==> src/rtl/uart_rx.sv <==
// -----------------------------------------------------------------------------
// uart_rx -- 8N1 UART receiver, companion of the UART transmitter.
//
// The asynchronous RX line is synchronised through two flops. A falling edge
// of the synchronised line starts a frame. Each bit is sampled at mid-period
// using an oversampling tick derived from the system clock. Completed bytes
// are offered on a valid/acknowledge handshake.
//
// Parameters:
//   CLOCK_FREQUENCY  system clock frequency in Hz
//   BAUD_RATE        line bit rate
//   OVERSAMPLE       sample ticks per bit (even, >= 8)
//
// Ports:
//   Clk           in   system clock, rising edge
//   Reset         in   asynchronous active-low reset
//   RxWire        in   serial line, idle high, asynchronous to Clk
//   RxData        out  [7:0] last good received byte
//   RxValid       out  RxData holds an unacknowledged byte
//   RxAck         in   consumer acknowledge, clears RxValid
//   RxFrameError  out  one-cycle pulse: stop bit sampled low
//   RxOverrun     out  one-cycle pulse: unacknowledged byte overwritten
//   RxBusy        out  high while a frame is being received
//
// Build option:
//   UART_RX_MAJORITY_VOTE_EN  when defined, each bit is the 2-of-3 majority
//   of the samples at oversample counts OVERSAMPLE/2-1, OVERSAMPLE/2 and
//   OVERSAMPLE/2+1, decided at OVERSAMPLE/2+1. When undefined, a single
//   sample at OVERSAMPLE/2 is used.
// -----------------------------------------------------------------------------
module uart_rx #(
   parameter int CLOCK_FREQUENCY = 1_000_000,
   parameter int BAUD_RATE       = 9600,
   parameter int OVERSAMPLE      = 16
) (
   input  logic       Clk,
   input  logic       Reset,
   input  logic       RxWire,
   output logic [7:0] RxData,
   output logic       RxValid,
   input  logic       RxAck,
   output logic       RxFrameError,
   output logic       RxOverrun,
   output logic       RxBusy
);

   localparam int DIVISOR_RAW = CLOCK_FREQUENCY / (BAUD_RATE * OVERSAMPLE);
   localparam int DIVISOR     = (DIVISOR_RAW < 1) ? 1 : DIVISOR_RAW;
   localparam int DIV_W       = (DIVISOR > 1) ? $clog2(DIVISOR) : 1;
   localparam int OS_W        = $clog2(OVERSAMPLE);

   localparam logic [DIV_W-1:0] DIV_LAST = DIV_W'(DIVISOR - 1);
   localparam logic [OS_W-1:0]  OS_LAST  = OS_W'(OVERSAMPLE - 1);

   // A sample "at count N" is taken on the tick that advances the oversample
   // counter to N, i.e. while the counter still reads N-1. This places the
   // start-bit sample exactly half a bit after the detected edge.
`ifdef UART_RX_MAJORITY_VOTE_EN
   localparam logic [OS_W-1:0] OS_S0     = OS_W'(OVERSAMPLE/2 - 2);
   localparam logic [OS_W-1:0] OS_S1     = OS_W'(OVERSAMPLE/2 - 1);
   localparam logic [OS_W-1:0] OS_DECIDE = OS_W'(OVERSAMPLE/2);
`else
   localparam logic [OS_W-1:0] OS_DECIDE = OS_W'(OVERSAMPLE/2 - 1);
`endif

   typedef enum logic [1:0] {IDLE, START, DATA, STOP} state_t;

   state_t           state_q, state_d;
   logic             rx_meta_q, rx_meta_d;
   logic             rx_s_q, rx_s_d;
   logic             rx_prev_q, rx_prev_d;
   logic [DIV_W-1:0] div_q, div_d;
   logic [OS_W-1:0]  os_q, os_d;
   logic [2:0]       bit_idx_q, bit_idx_d;
   logic [7:0]       shift_q, shift_d;
   logic [7:0]       data_q, data_d;
   logic             valid_q, valid_d;
   logic             frame_err_q, frame_err_d;
   logic             overrun_q, overrun_d;
`ifdef UART_RX_MAJORITY_VOTE_EN
   logic             maj_a_q, maj_a_d;
   logic             maj_b_q, maj_b_d;
`endif

   logic fall;
   logic tick;
   logic decide;
   logic sample;

   always_ff @(posedge Clk or negedge Reset) begin
      if (!Reset) begin
         state_q     <= IDLE;
         rx_meta_q   <= 1'b1;
         rx_s_q      <= 1'b1;
         rx_prev_q   <= 1'b1;
         div_q       <= '0;
         os_q        <= '0;
         bit_idx_q   <= '0;
         shift_q     <= '0;
         data_q      <= '0;
         valid_q     <= 1'b0;
         frame_err_q <= 1'b0;
         overrun_q   <= 1'b0;
`ifdef UART_RX_MAJORITY_VOTE_EN
         maj_a_q     <= 1'b1;
         maj_b_q     <= 1'b1;
`endif
      end else begin
         state_q     <= state_d;
         rx_meta_q   <= rx_meta_d;
         rx_s_q      <= rx_s_d;
         rx_prev_q   <= rx_prev_d;
         div_q       <= div_d;
         os_q        <= os_d;
         bit_idx_q   <= bit_idx_d;
         shift_q     <= shift_d;
         data_q      <= data_d;
         valid_q     <= valid_d;
         frame_err_q <= frame_err_d;
         overrun_q   <= overrun_d;
`ifdef UART_RX_MAJORITY_VOTE_EN
         maj_a_q     <= maj_a_d;
         maj_b_q     <= maj_b_d;
`endif
      end
   end

   always_comb begin
      rx_meta_d   = RxWire;
      rx_s_d      = rx_meta_q;
      rx_prev_d   = rx_s_q;
      state_d     = state_q;
      bit_idx_d   = bit_idx_q;
      shift_d     = shift_q;
      data_d      = data_q;
      valid_d     = valid_q;
      frame_err_d = 1'b0;
      overrun_d   = 1'b0;

      fall = rx_prev_q & ~rx_s_q;
      tick = (div_q == DIV_LAST);

      // Free-running tick divider and oversample counter; both are
      // re-phased to the start edge below.
      if (tick) begin
         div_d = '0;
         os_d  = (os_q == OS_LAST) ? '0 : os_q + 1'b1;
      end else begin
         div_d = div_q + 1'b1;
         os_d  = os_q;
      end

      decide = tick && (os_q == OS_DECIDE);

`ifdef UART_RX_MAJORITY_VOTE_EN
      maj_a_d = maj_a_q;
      maj_b_d = maj_b_q;
      if (tick && (os_q == OS_S0)) maj_a_d = rx_s_q;
      if (tick && (os_q == OS_S1)) maj_b_d = rx_s_q;
      sample = (maj_a_q & maj_b_q) | (maj_a_q & rx_s_q) | (maj_b_q & rx_s_q);
`else
      sample = rx_s_q;
`endif

      // Acknowledge only has an effect while a byte is pending.
      if (RxAck && valid_q) valid_d = 1'b0;

      case (state_q)
         IDLE: begin
            if (fall) begin
               state_d = START;
               div_d   = '0;
               os_d    = '0;
            end
         end
         START: begin
            if (decide) begin
               if (!sample) begin
                  state_d   = DATA;
                  bit_idx_d = 3'd0;
               end else begin
                  state_d = IDLE;   // glitch shorter than half a bit
               end
            end
         end
         DATA: begin
            if (decide) begin
               shift_d[bit_idx_q] = sample;
               bit_idx_d          = bit_idx_q + 3'd1;
               if (bit_idx_q == 3'd7) state_d = STOP;
            end
         end
         STOP: begin
            if (decide) begin
               if (sample) begin
                  data_d    = shift_q;
                  valid_d   = 1'b1;
                  // An acknowledge in the completion cycle consumes the old
                  // byte, so only an unacknowledged pending byte is lost.
                  overrun_d = valid_q & ~RxAck;
               end else begin
                  frame_err_d = 1'b1;
               end
               // Return to IDLE right away so a start edge that follows the
               // stop bit closely is still caught.
               state_d = IDLE;
            end
         end
         default: state_d = IDLE;
      endcase
   end

   assign RxData       = data_q;
   assign RxValid      = valid_q;
   assign RxFrameError = frame_err_q;
   assign RxOverrun    = overrun_q;
   assign RxBusy       = (state_q != IDLE);

endmodule

==> config.mk <==
export PLATFORM = sky130hd
export DESIGN_NAME = uart_rx
export DESIGN_NICKNAME = d
export VERILOG_FILES = /design/src/rtl/uart_rx.sv
export SDC_FILE = /design/constraint.sdc
export NUM_CORES = 1
export LEC_CHECK = 0
export ABC_AREA = 1
export CORE_MARGIN = 2
export CORE_UTILIZATION = 50
export CTS_BUF_LIST = sky130_fd_sc_hd__clkbuf_8
export DETAILED_ROUTE_END_ITERATION = 8
export GPL_ROUTABILITY_DRIVEN = 0
export GPL_TIMING_DRIVEN = 0
export PLACE_DENSITY = 0.78
export SLEW_MARGIN = 20
export SYNTH_ARGS = -nofsm -noshare
export SYNTH_HDL_FRONTEND = slang
export SYNTH_SLANG_ARGS = --single-unit
==> constraint.sdc <==
create_clock -name Clk -period 1.87 [get_ports Clk]
set_input_delay 0.561 -clock Clk [delete_from_list [all_inputs] [get_ports Clk]]
set_output_delay 0.561 -clock Clk [all_outputs]
set_load 0.02 [all_outputs]
==> metrics.sh <==
STATUS='complete, no violations'
HTREEDEPTH=2
START_UTIL_PCT=52.0
REMAINING_DRC_ERRORS=0
PWR-SHARE-CLK_PCT=38.2
P_PER_AREA_nW_PER_UM2=1100
CLKSLEWWORSTSETUPHOLDPATHS_NS=0.07
CRITICAL_PATH.TOP_DELAY_FAMILY='buffers and inverters'
FINALCOREUTILIZATION_PCT=63.3
FP.COREAREA_SQ_UM=3030
POWER.SHARE.SWITCHING_PCT=29.2
WORSTSETUPSTARTPOINTTYPE='flip-flop'
GRT_PASS1_VIAS=1174
SEQ_AREA_FRAC_SYNTH_PCT=54.3
SYNTH.FF_LATCH_COUNT=34
FINAL.MIN_CLOCK_PERIOD_NS=1.81
R2R.WORST_PATH.CELLS=7
SYN-MEAN-INSTANCE-AREA_SQ_UM=8.84
NETS=207
GRT_PASS1_WL_UM=5020
SYNTH.LIB_CELLS_USED.DISTINCT=26
PRE_CTS_SLACK_NS=0.117
WORSTPATHREQUIRED_NS=1.31
CELLINTERNALPOWER_mW=1.49
SYNTH-WARNING-COUNT=0
HOLD_PATH.CLASS='in -> async'
WORST_SLEW_PIN_SLEW_NS=0.726
CTS_BUFFERS=5
SYNTH_FP_NETS=185
ANTENNA_CELLS=0
CTS_ROOT_BUF='sky130_fd_sc_hd__clkbuf_8'
CORE.ROWCOUNT=20
SLEW_VIOLATIONS=0
GRT_MAX_DEGREE=35
PEAKVDDDROP_V=0.000804
PLACED_AREA_SQ_UM=1770
CRITICAL_PATH.CELL_CHAIN='clkdlybuf4s50_1'
ROUTED_WIRELENGTH_UM=2920
TOTALNEGATIVESETUPSLACK_NS=0
PLACED_WIRE_LENGTH_ESTIMATE_UM=2100
POWER.SWITCHING_uW=618
TRITONCTS='done'
DIE_H_UM=60.1
TOTAL_POWER_mW=2.11
POST_CTS_HOLD_BUFFER_COUNT=0
DETAIL_ROUTE.ITER0.VIOLATIONS=56
DETAILEDROUTE.FIRSTPASSITERATIONCOUNT=4
WORST_HOLD_SLACK_NS=0.326
DETAILROUTE.VIA_COUNT=1239
MAX-CLOCK-PATH-BUFFERS=2
FINAL_MIN_PERIOD_OVER_CLOCK_PERIOD_PCT=97.0
CRIT_FANOUT=2
ROUTED_VIA_DENSITY=5.06
PORT_BUFFERS=15
CTS_SINKS=34
SYNTH_AREA_SQ_UM=1570
CRIT_PATH_END_KIND='primary output'
DRT.ANTENNA.VIOLATING_NETS=0
MAX_FREQ_GHz=0.551
POSTCTSSETUPBUFFERS=0
RSZ_0062_RAISED_AFTER_GLOBAL_ROUTING='false'
DIE-WIDTH_UM=60.1
POWER.SHARE.COMBINATIONAL_PCT=17.9
POST_SYNTH_INST_COUNT=178
POST_ROUTE_CELLS_DRIVE_ABOVE_1_SHARE_PCT=11.9
FINISH.CELL_COUNT_WITHOUT_FILLERS=245
WORST_SLEW_SLACK_AS_A_FRACTION_OF_ITS_LIMIT_PCT=51.6
FINALHOLDVIOLCOUNT=0
NUMBER_OF_INSTANCES_IN_THE_PLACED_DESIGN=237
POST-ROUTE-CELL-AREA_SQ_UM=1920
INITIAL_ANTENNA_VIOLATION_COUNT=0
WORST-R2R-SETUP-SLACK_NS=0.24
PATH_CLASS='reg -> out'
GRT_UTIL_ALL_LAYERS_PCT=19.0
DRV_CAP=0
CRIT-REG2REG-LAUNCH='os_q[0]'
FLOORPLAN.DIE_AREA_SQ_UM=3610
GR-TOTAL-OVERFLOW=0
P_LEAK_nW=0.972
IOPINCOUNT=16
LATEST_CLOCK_ARRIVAL_WITHIN_THE_WORST_SKEW_PAIR_NS=0.29
WORST-ENDPOINT-ARRIVAL_NS=1.25
CRITICAL-PATH-SLOWEST-CELL='sky130_fd_sc_hd__clkdlybuf4s50_1'
SETUP_VIOL=0
FLOW.AREA_GROWTH_FROM_SYNTHESIS_PCT=21.7
SEQ_POWER_SHARE_PCT=43.9
TIMING.CLOCK.SKEW_NS=0.00560
PATH_BUF_INV=1
DETAIL_ROUTE.WL_PER_CELL_UM=11.9
CPPEAKSTAGEDELAY_NS=0.61
POST-ROUTE-WORST-SETUP-SLACK_NS=0.0561
REG2REG_TO='RxData[1]'
worst max-delay path by stage:
stage | endpoint | cells after the start | start
after detailed placement | RxBusy | 3 | state_q[0]
final | RxData[2] | 1 | RxData[2]
after CTS | RxBusy | 3 | state_q[0]
after global placement | shift_q[6] | 1 | Reset
after floorplan | shift_q[1] | 8 | os_q[0]
after global routing | RxData[2] | 1 | RxData[2]
registers in the layout, indices dropped and copies added (netlist names), named ones only:
signal and cells:
rx_prev_q 1, div_q 3, RxFrameError 1, RxValid 1
rx_meta_q 1, RxOverrun 1, rx_prev_d 1, shift_q 8
RxData 8, os_q 4, state_q 1, bit_idx_q 3
timing repair:
| item | in CTS | in global routing |
|---|---|---|
| endpoints found under the setup margin | 1 | 1 |
| pin swaps | 0 | 0 |
| resized for setup | 1 | 3 |
area by class of cell:
cell class / instances / area (sq um)
clock buffer: 5 / 68.8
inverter: 24 / 90.1
clock inverter: 3 / 68.8
timing repair buffer: 15 / 145
multi-input combinational: 117 / 604
fill: 253 / 1110
tap: 44 / 55.1
sequential: 34 / 856
buffer: 3 / 27.5
power groups by stage:
| stage | registers [mW] | clock network (mW) | logic, mW |
|---|---|---|---|
| after floorplan | 0.912 | 0 | 0.284 |
| after global placement | 0.920 | 0 | 0.361 |
| after detailed placement | 0.932 | 0 | 0.385 |
| after CTS | 0.919 | 0.819 | 0.376 |
| after global routing | 0.940 | 0.853 | 0.431 |
| final | 0.928 | 0.806 | 0.378 |
kinds of logic (layout without fill, tap and decap cells):
kind of cell    after synthesis  count (layout)  synth area share [%]
simple gates                 98              98                  30.0
flops                        34              34                  54.3
buf+inv                      27              50                  7.47
compound gates               15              15                  5.25
fa+ha+maj                     3               3                  2.38
xor+xnor                      1               1                 0.557
routing by layer:
layer / part of all wire [%] / vias up / GRT usage (%)
met5: 0 / - / 0
li1: - / 619 / -
met2: 50 / 22 / 28.1
met4: 1.1 / 0 / 9.21
met3: 3.7 / 4 / 6.93
met1: 45 / 594 / 24.5
synth_stat cells:
| library cell | count | area, sq um |
|---|---|---|
| sky130_fd_sc_hd__nor4_1 | 1 | 6.26 |
| sky130_fd_sc_hd__xnor2_1 | 1 | 8.76 |
| sky130_fd_sc_hd__inv_1 | 23 | 86.3 |
| sky130_fd_sc_hd__or2_2 | 1 | 6.26 |
| sky130_fd_sc_hd__dfstp_2 | 3 | 78.8 |
| sky130_fd_sc_hd__o21ai_0 | 9 | 45.0 |
| sky130_fd_sc_hd__o21bai_1 | 1 | 7.51 |
| sky130_fd_sc_hd__nand3_1 | 14 | 70.1 |
| sky130_fd_sc_hd__nand2_1 | 54 | 203 |
| sky130_fd_sc_hd__a211oi_1 | 1 | 7.51 |
| sky130_fd_sc_hd__nor2_8 | 1 | 20.0 |
| sky130_fd_sc_hd__nand2_4 | 1 | 11.3 |
| sky130_fd_sc_hd__clkbuf_4 | 1 | 7.51 |
| sky130_fd_sc_hd__nand2_2 | 1 | 6.26 |
| sky130_fd_sc_hd__ha_1 | 3 | 37.5 |
| sky130_fd_sc_hd__a21oi_1 | 3 | 15.0 |
| sky130_fd_sc_hd__o31ai_1 | 1 | 7.51 |
| sky130_fd_sc_hd__nor2_4 | 1 | 11.3 |
| sky130_fd_sc_hd__nand4_1 | 8 | 50.1 |
| sky130_fd_sc_hd__buf_2 | 1 | 5.00 |
| sky130_fd_sc_hd__buf_8 | 1 | 15.0 |
| sky130_fd_sc_hd__nor3_4 | 2 | 32.5 |
| sky130_fd_sc_hd__nor2_1 | 11 | 41.3 |
| sky130_fd_sc_hd__dfrtp_1 | 31 | 776 |
| sky130_fd_sc_hd__nor3_1 | 3 | 15.0 |
| sky130_fd_sc_hd__clkinv_1 | 1 | 3.75 |
cell usage in the layout (no fill, tap or decap), types with 5 or more instances in the layout:
cell type,count
sky130_fd_sc_hd__nand3_1,14
sky130_fd_sc_hd__nand4_1,8
sky130_fd_sc_hd__nand2_1,54
sky130_fd_sc_hd__clkbuf_8,5
sky130_fd_sc_hd__nor2_1,10
sky130_fd_sc_hd__clkdlybuf4s50_1,13
sky130_fd_sc_hd__dfrtp_1,30
sky130_fd_sc_hd__inv_1,23
sky130_fd_sc_hd__o21ai_0,9
Note: power is estimated with default switching activity, not from simulation.
==> RTL change 1: new RTL, same settings <==
Add a define of `UART_RX_MAJORITY_VOTE_EN`.
--- a/src/rtl/uart_rx.sv
+++ b/src/rtl/uart_rx.sv
@@ -28,6 +28,8 @@
 //   OVERSAMPLE/2+1, decided at OVERSAMPLE/2+1. When undefined, a single
 //   sample at OVERSAMPLE/2 is used.
 // -----------------------------------------------------------------------------
+`define UART_RX_MAJORITY_VOTE_EN
+
 module uart_rx #(
    parameter int CLOCK_FREQUENCY = 1_000_000,
    parameter int BAUD_RATE       = 9600,
Function: same outputs for any inputs over 10 cycles, from zero or initial values and one cycle with Reset low; that may be too few to reach the edited logic, so the function may still have changed.
==> RTL change 1 against the unedited design <==
- cell area increased by 6.5%
- sequential cell count up 2
- largest cell class unchanged
- largest power group unchanged
- synthesized area grew 10%
- routed wire length shrank 3.0%
- combinational power is 13% lower
- critical path depth grew 2
- register-to-register slack better by 0.04 ns
- first-iteration DRC count decreased by 45%
- setup slack improved by 0.013 ns
- highest routed layer unchanged
- fmax up 0.71%
- sequential share of layout area is 0.16 points lower
- power is 15% lower
==> RTL change 1: results (changes against the unedited design) <==
Outcome -> completed (unchanged)
Layout cells sized above 1 -> 0.1751 (was 0.1194)
Clock transition at the registers of the reported paths -> 0.07 ns (about the same)
Synthesized netlist net count -> 202 (was 185)
Leakage component of the power -> 0.0009976 uW (was 0.0009718 uW)
Multiplexer area fraction after synthesis -> 0 (unchanged)
Number of port buffers -> 15 (unchanged)
Cells taking the most area after synthesis -> sky130_fd_sc_hd__dfrtp_1, sky130_fd_sc_hd__nand2_1, sky130_fd_sc_hd__dfstp_2 (was sky130_fd_sc_hd__dfrtp_1, sky130_fd_sc_hd__nand2_1, sky130_fd_sc_hd__inv_1)
Average vias per placed instance -> 4.734 (was 5.057)
Cts bufs inserted -> 5 (unchanged)
Leading post-synthesis cells by instance count -> sky130_fd_sc_hd__nand2_1, sky130_fd_sc_hd__dfrtp_1, sky130_fd_sc_hd__inv_1 (unchanged)
Data required time of the worst path -> 1.31 ns (about the same)
Post-DP HPWL -> 2112 um (was 2097 um)
Critical register-to-register path startpoint -> os_q[0] (unchanged)
Final count of pins violating max slew -> 0 (unchanged)
Pre-Repair DR Iteration Count -> 4 (unchanged)
Vias in the first global route -> 1301 (was 1174)
Xor/xnor share of the synthesized area -> 0.005043 (was 0.005564)
Cell chosen for the clock root -> sky130_fd_sc_hd__clkbuf_8 (unchanged)
Cell Int Power -> 1227 uW (was 1494 uW)
Worst slack after detailed placement -> 0.03042 ns (was 0.1169 ns)
H-tree depth -> 2 (unchanged)
Area share of fa/ha/maj cells after synthesis -> 0.03602 (was 0.02385)
Maximum buffer depth of the clock tree -> 2 (unchanged)
Setup Fix Bufs, Post-CTS -> 0 (unchanged)
Number of nets in the final layout -> 225 (was 207)
Max Fanout on Critical Path -> 6 (was 2)
Setup slack of the most critical reg-to-reg path -> 0.28 ns (was 0.24 ns)
Number of distinct library cell variants in the gate-level netlist after synthesis -> 28 (was 26)
Minimum clock period after layout -> 1.801 ns (was 1.814 ns)
R2r endpoint -> shift_q[2] (was RxData[1])
Largest voltage drop on the vdd net -> 0.0005619 V (was 0.0008039 V)
Placed Area -> 0.001959 mm^2 (was 0.001774 mm^2)
Compound-gate portion of the synthesized area -> 0.07493 (was 0.05246)
Pin count of the biggest net entering global routing -> 31 (was 35)
Worst rel slew slack -> 0.7964 (was 0.5159)
Crit. Startpoint -> state_q[0] (was RxData[2])
Sequential element share of the synthesized area -> 0.5223 (was 0.5429)
Share of synthesized flip-flops with an asynchronous set or reset -> 1.000 (unchanged)
Worst hold path class -> in -> async (unchanged)
Drt first-iter violations -> 31 (was 56)
Wire length of the first global-routing pass -> 5444 um (was 5023 um)
Wirelength, routed -> 2832 um (was 2920 um)
GRT Resource Usage Total -> 0.1763 (was 0.1899)
Post-Route Skew -> 0.006177 ns (was 0.005597 ns)
Depth of the worst register-to-register path -> 10 (was 7)
## RTL change 1: cell types whose count changed after synthesis, sizes merged, moves of 2 or more
cell	unedited run	this run
nand3	14	18
dfstp	3	5
ha	3	5
nand2	56	61
nand4	8	3
a21oi	3	6
nor3	5	2
nor2	13	20
o21ai	9	12
## RTL change 1: how the worst max path moves through the flow
stage / end
5_1_grt: RxBusy
4_1_cts: RxBusy
2_1_floorplan: shift_q[2]
6_report: RxBusy
3_3_place_gp: RxValid
3_5_place_dp: RxBusy
## RTL change 1: power groups by stage
stage	sequential, uW	clock [uW]	combinational [uW]
2_1_floorplan	954	0	245
3_3_place_gp	966	0	316
3_5_place_dp	971	0	335
4_1_cts	960	531	334
5_1_grt	974	566	380
6_report	961	508	328
## RTL change 1: logic make-up (layout without fill, tap and decap cells)
| group | count (synthesis) | in the layout |
|---|---|---|
| buffers and inverters | 26 | 50 |
| AO/OA/AOI/OAI | 19 | 19 |
| AND/OR/NAND/NOR | 106 | 106 |
| XOR/XNOR | 1 | 1 |
| adder cells (fa/ha/maj) | 5 | 5 |
| flip-flops | 36 | 36 |
## RTL change 1: metrics by stage
step           hold WS (ns)  setup TNS (ns)  cells
6_report             0.1090               0    263
2_1_floorplan        0.2654               0    193
5_1_grt              0.1057               0    263
3_3_place_gp         0.3474          -17.26    254
3_5_place_dp         0.3504               0    255
4_1_cts              0.1020               0    263
## RTL change 1: final cells by class
cell class                      instances  area (um^2)
Fill cell                             292         1296
Sequential cell                        36        908.4
Multi-Input combinational cell        131        714.4
Timing Repair Buffer                   16        163.9
Inverter                               23        87.58
Clock buffer                            5        68.82
Tap cell                               46        57.56
Buffer                                  3        27.53
Clock inverter                          3        12.51
## RTL change 1: routing by layer
| metal | wire length [um] | up-vias | track usage |
|---|---|---|---|
| li1 | - | 655 | - |
| met1 | 1323 | 572 | 0.2078 |
| met2 | 1378 | 16 | 0.3005 |
| met3 | 103 | 2 | 0.05946 |
| met4 | 27 | 0 | 0.05833 |
| met5 | 0 | - | 0 |
## RTL change 1: worst max-delay path: stages, from the launching register on
cell	delay (ns)
sky130_fd_sc_hd__dfrtp_2	0.45
sky130_fd_sc_hd__inv_2	0.11
sky130_fd_sc_hd__nand2_1	0.08
sky130_fd_sc_hd__dlygate4sd2_1	0.32
## RTL change 1: what timing repair did
action / 4_1_cts / 5_1_grt
hold buffers: 0 / 0
setup endpoints to repair: 1 / 0
hold endpoints to repair: 0 / 0
resized for setup: 4 / 0
==> RTL change 2: new RTL, same settings <==
Without the edit above. Re-encode `state_t` (4 states) as one-hot, 4 bits wide.
--- a/src/rtl/uart_rx.sv
+++ b/src/rtl/uart_rx.sv
@@ -63,7 +63,7 @@
    localparam logic [OS_W-1:0] OS_DECIDE = OS_W'(OVERSAMPLE/2 - 1);
 `endif
 
-   typedef enum logic [1:0] {IDLE, START, DATA, STOP} state_t;
+   typedef enum logic [3:0] {IDLE = 4'b0001, START = 4'b0010, DATA = 4'b0100, STOP = 4'b1000} state_t;
 
    state_t           state_q, state_d;
    logic             rx_meta_q, rx_meta_d;
Function: same outputs for any inputs over 10 cycles, from zero or initial values and one cycle with Reset low; not proved beyond that.
==> RTL change 2 against the unedited design <==
- synthesized cell count is 9.6% higher
- sequential share of layout area is 0.18 points lower
- cell area is 6.3% higher
- critical path type unchanged
- power is 0.24% higher
- combinational power is 46% higher
- sequential cell count is 2 higher
- fmax is 0.40% higher
- setup slack better by 0.0072 ns
- critical path depth stayed put
- routed wire length is 3.6% lower
- non-clock buffer count is 1 lower
- sequential power is 6.9% higher
- first-iteration DRC count is 68% lower
- synthesized area is 8.7% higher
==> RTL change 2: results (changes against the unedited design) <==
Outcome -> completed (unchanged)
Synthesized netlist net count -> 202 (was 185)
Drt first-iter violations -> 18 (was 56)
Setup slack of the most critical reg-to-reg path -> 0.41 ns (was 0.24 ns)
Sequential logic power -> 992 uW (was 928 uW)
Dpl cells -> 257 (was 237)
Pin count of the biggest net entering global routing -> 21 (was 35)
Number of cells produced by synthesis -> 195 (was 178)
Leading post-synthesis cells by instance count -> sky130_fd_sc_hd__nand2_1, sky130_fd_sc_hd__dfrtp_1, sky130_fd_sc_hd__inv_1 (unchanged)
GRT Resource Usage Total -> 0.1752 (was 0.1899)
Count of filler cells inserted in the layout -> 282 (was 253)
Post-DP HPWL -> 2055 um (was 2097 um)
Filler-free cell count of the finished design -> 265 (was 245)
Post-route fraction of the period consumed by the critical path -> 0.9661 (was 0.9700)
Post-Route Skew -> 0.006010 ns (was 0.005597 ns)
Actual transition at the worst max-transition pin -> 0.4236 ns (was 0.7262 ns)
Clock group share of total power -> 0.272 (was 0.382)
Leakage component of the power -> 0.0009348 uW (was 0.0009718 uW)
Number of distinct library cell variants in the gate-level netlist after synthesis -> 22 (was 26)
Cells taking the most area after synthesis -> sky130_fd_sc_hd__dfrtp_1, sky130_fd_sc_hd__nand2_1, sky130_fd_sc_hd__dfstp_2 (was sky130_fd_sc_hd__dfrtp_1, sky130_fd_sc_hd__nand2_1, sky130_fd_sc_hd__inv_1)
Overall die area -> 0.003908 mm^2 (was 0.003613 mm^2)
Layout cells sized above 1 -> 0.1507 (was 0.1194)
Wirelength, routed -> 2814 um (was 2920 um)
Largest voltage drop on the vdd net -> 0.0007527 V (was 0.0008039 V)
Fraction of power spent switching nets -> 0.3488 (was 0.2924)
Number of nets in the final layout -> 225 (was 207)
Tightest hold margin -> 0.1976 ns (was 0.3258 ns)
Sequential element share of the synthesized area -> 0.5292 (was 0.5429)
R2r endpoint -> RxData[2] (was RxData[1])
==> RTL change 2: cell types whose count changed after synthesis, sizes merged, moves of 3 or more <==
cell / unedited run / this run
nor2: 13 / 22
inv: 23 / 30
o21ai: 9 / 24
nor3: 5 / 2
nand4: 8 / 0
==> RTL change 2: final cells by class <==
type                    count  area share
repair buffers             16     0.08236
flip-flops and latches     36      0.4450
clock buffers               6     0.04057
inverters                  30     0.06023
clock inverters             2    0.005532
multi-input cells         128      0.3325
plain buffers               1    0.005532
well taps                  46     0.02827
==> RTL change 2: what timing repair did <==
action,CTS,global route
gates resized for setup,4,2
setup endpoints to repair,1,1
setup buffers,0,0
==> RTL change 2: logic make-up after synthesis <==
family / share of synthesized area
fa+ha+maj: 0.02193
simple gates: 0.2646
compound gates: 0.1009
xor+xnor: 0.005118
flops: 0.5292
buf+inv: 0.07822
==> RTL change 2: metal layers <==
metal  routed length [um]  global-route usage
met4                   85              0.1083
met3                   91             0.03784
met2                 1334              0.2849
met5                    0                   0
met1                 1303              0.2127
==> RTL change 2: how the worst max path moves through the flow <==
stage                endpoint       start  depth (start not counted)  slack [ns]
CTS                    RxBusy  state_q[0]                          4        0.05
global route          RxValid     RxValid                          1        0.02
floorplan             os_q[0]  state_q[0]                          7        0.49
global placement      RxValid       Reset                          1       -0.55
finish              RxData[4]   RxData[4]                          1        0.06
detailed placement     RxBusy  state_q[0]                          4      -0.008
==> RTL change 2: through the flow <==
| stage | instance area [um^2] | setup slack, ns |
|---|---|---|
| after detailed placement | 1942 | -0.007923 |
| after CTS | 2031 | 0.05062 |
| after floorplan | 1712 | 0.4871 |
| after global routing | 2036 | 0.02173 |
| after global placement | 1919 | -0.5528 |
| final | 2036 | 0.06331 |
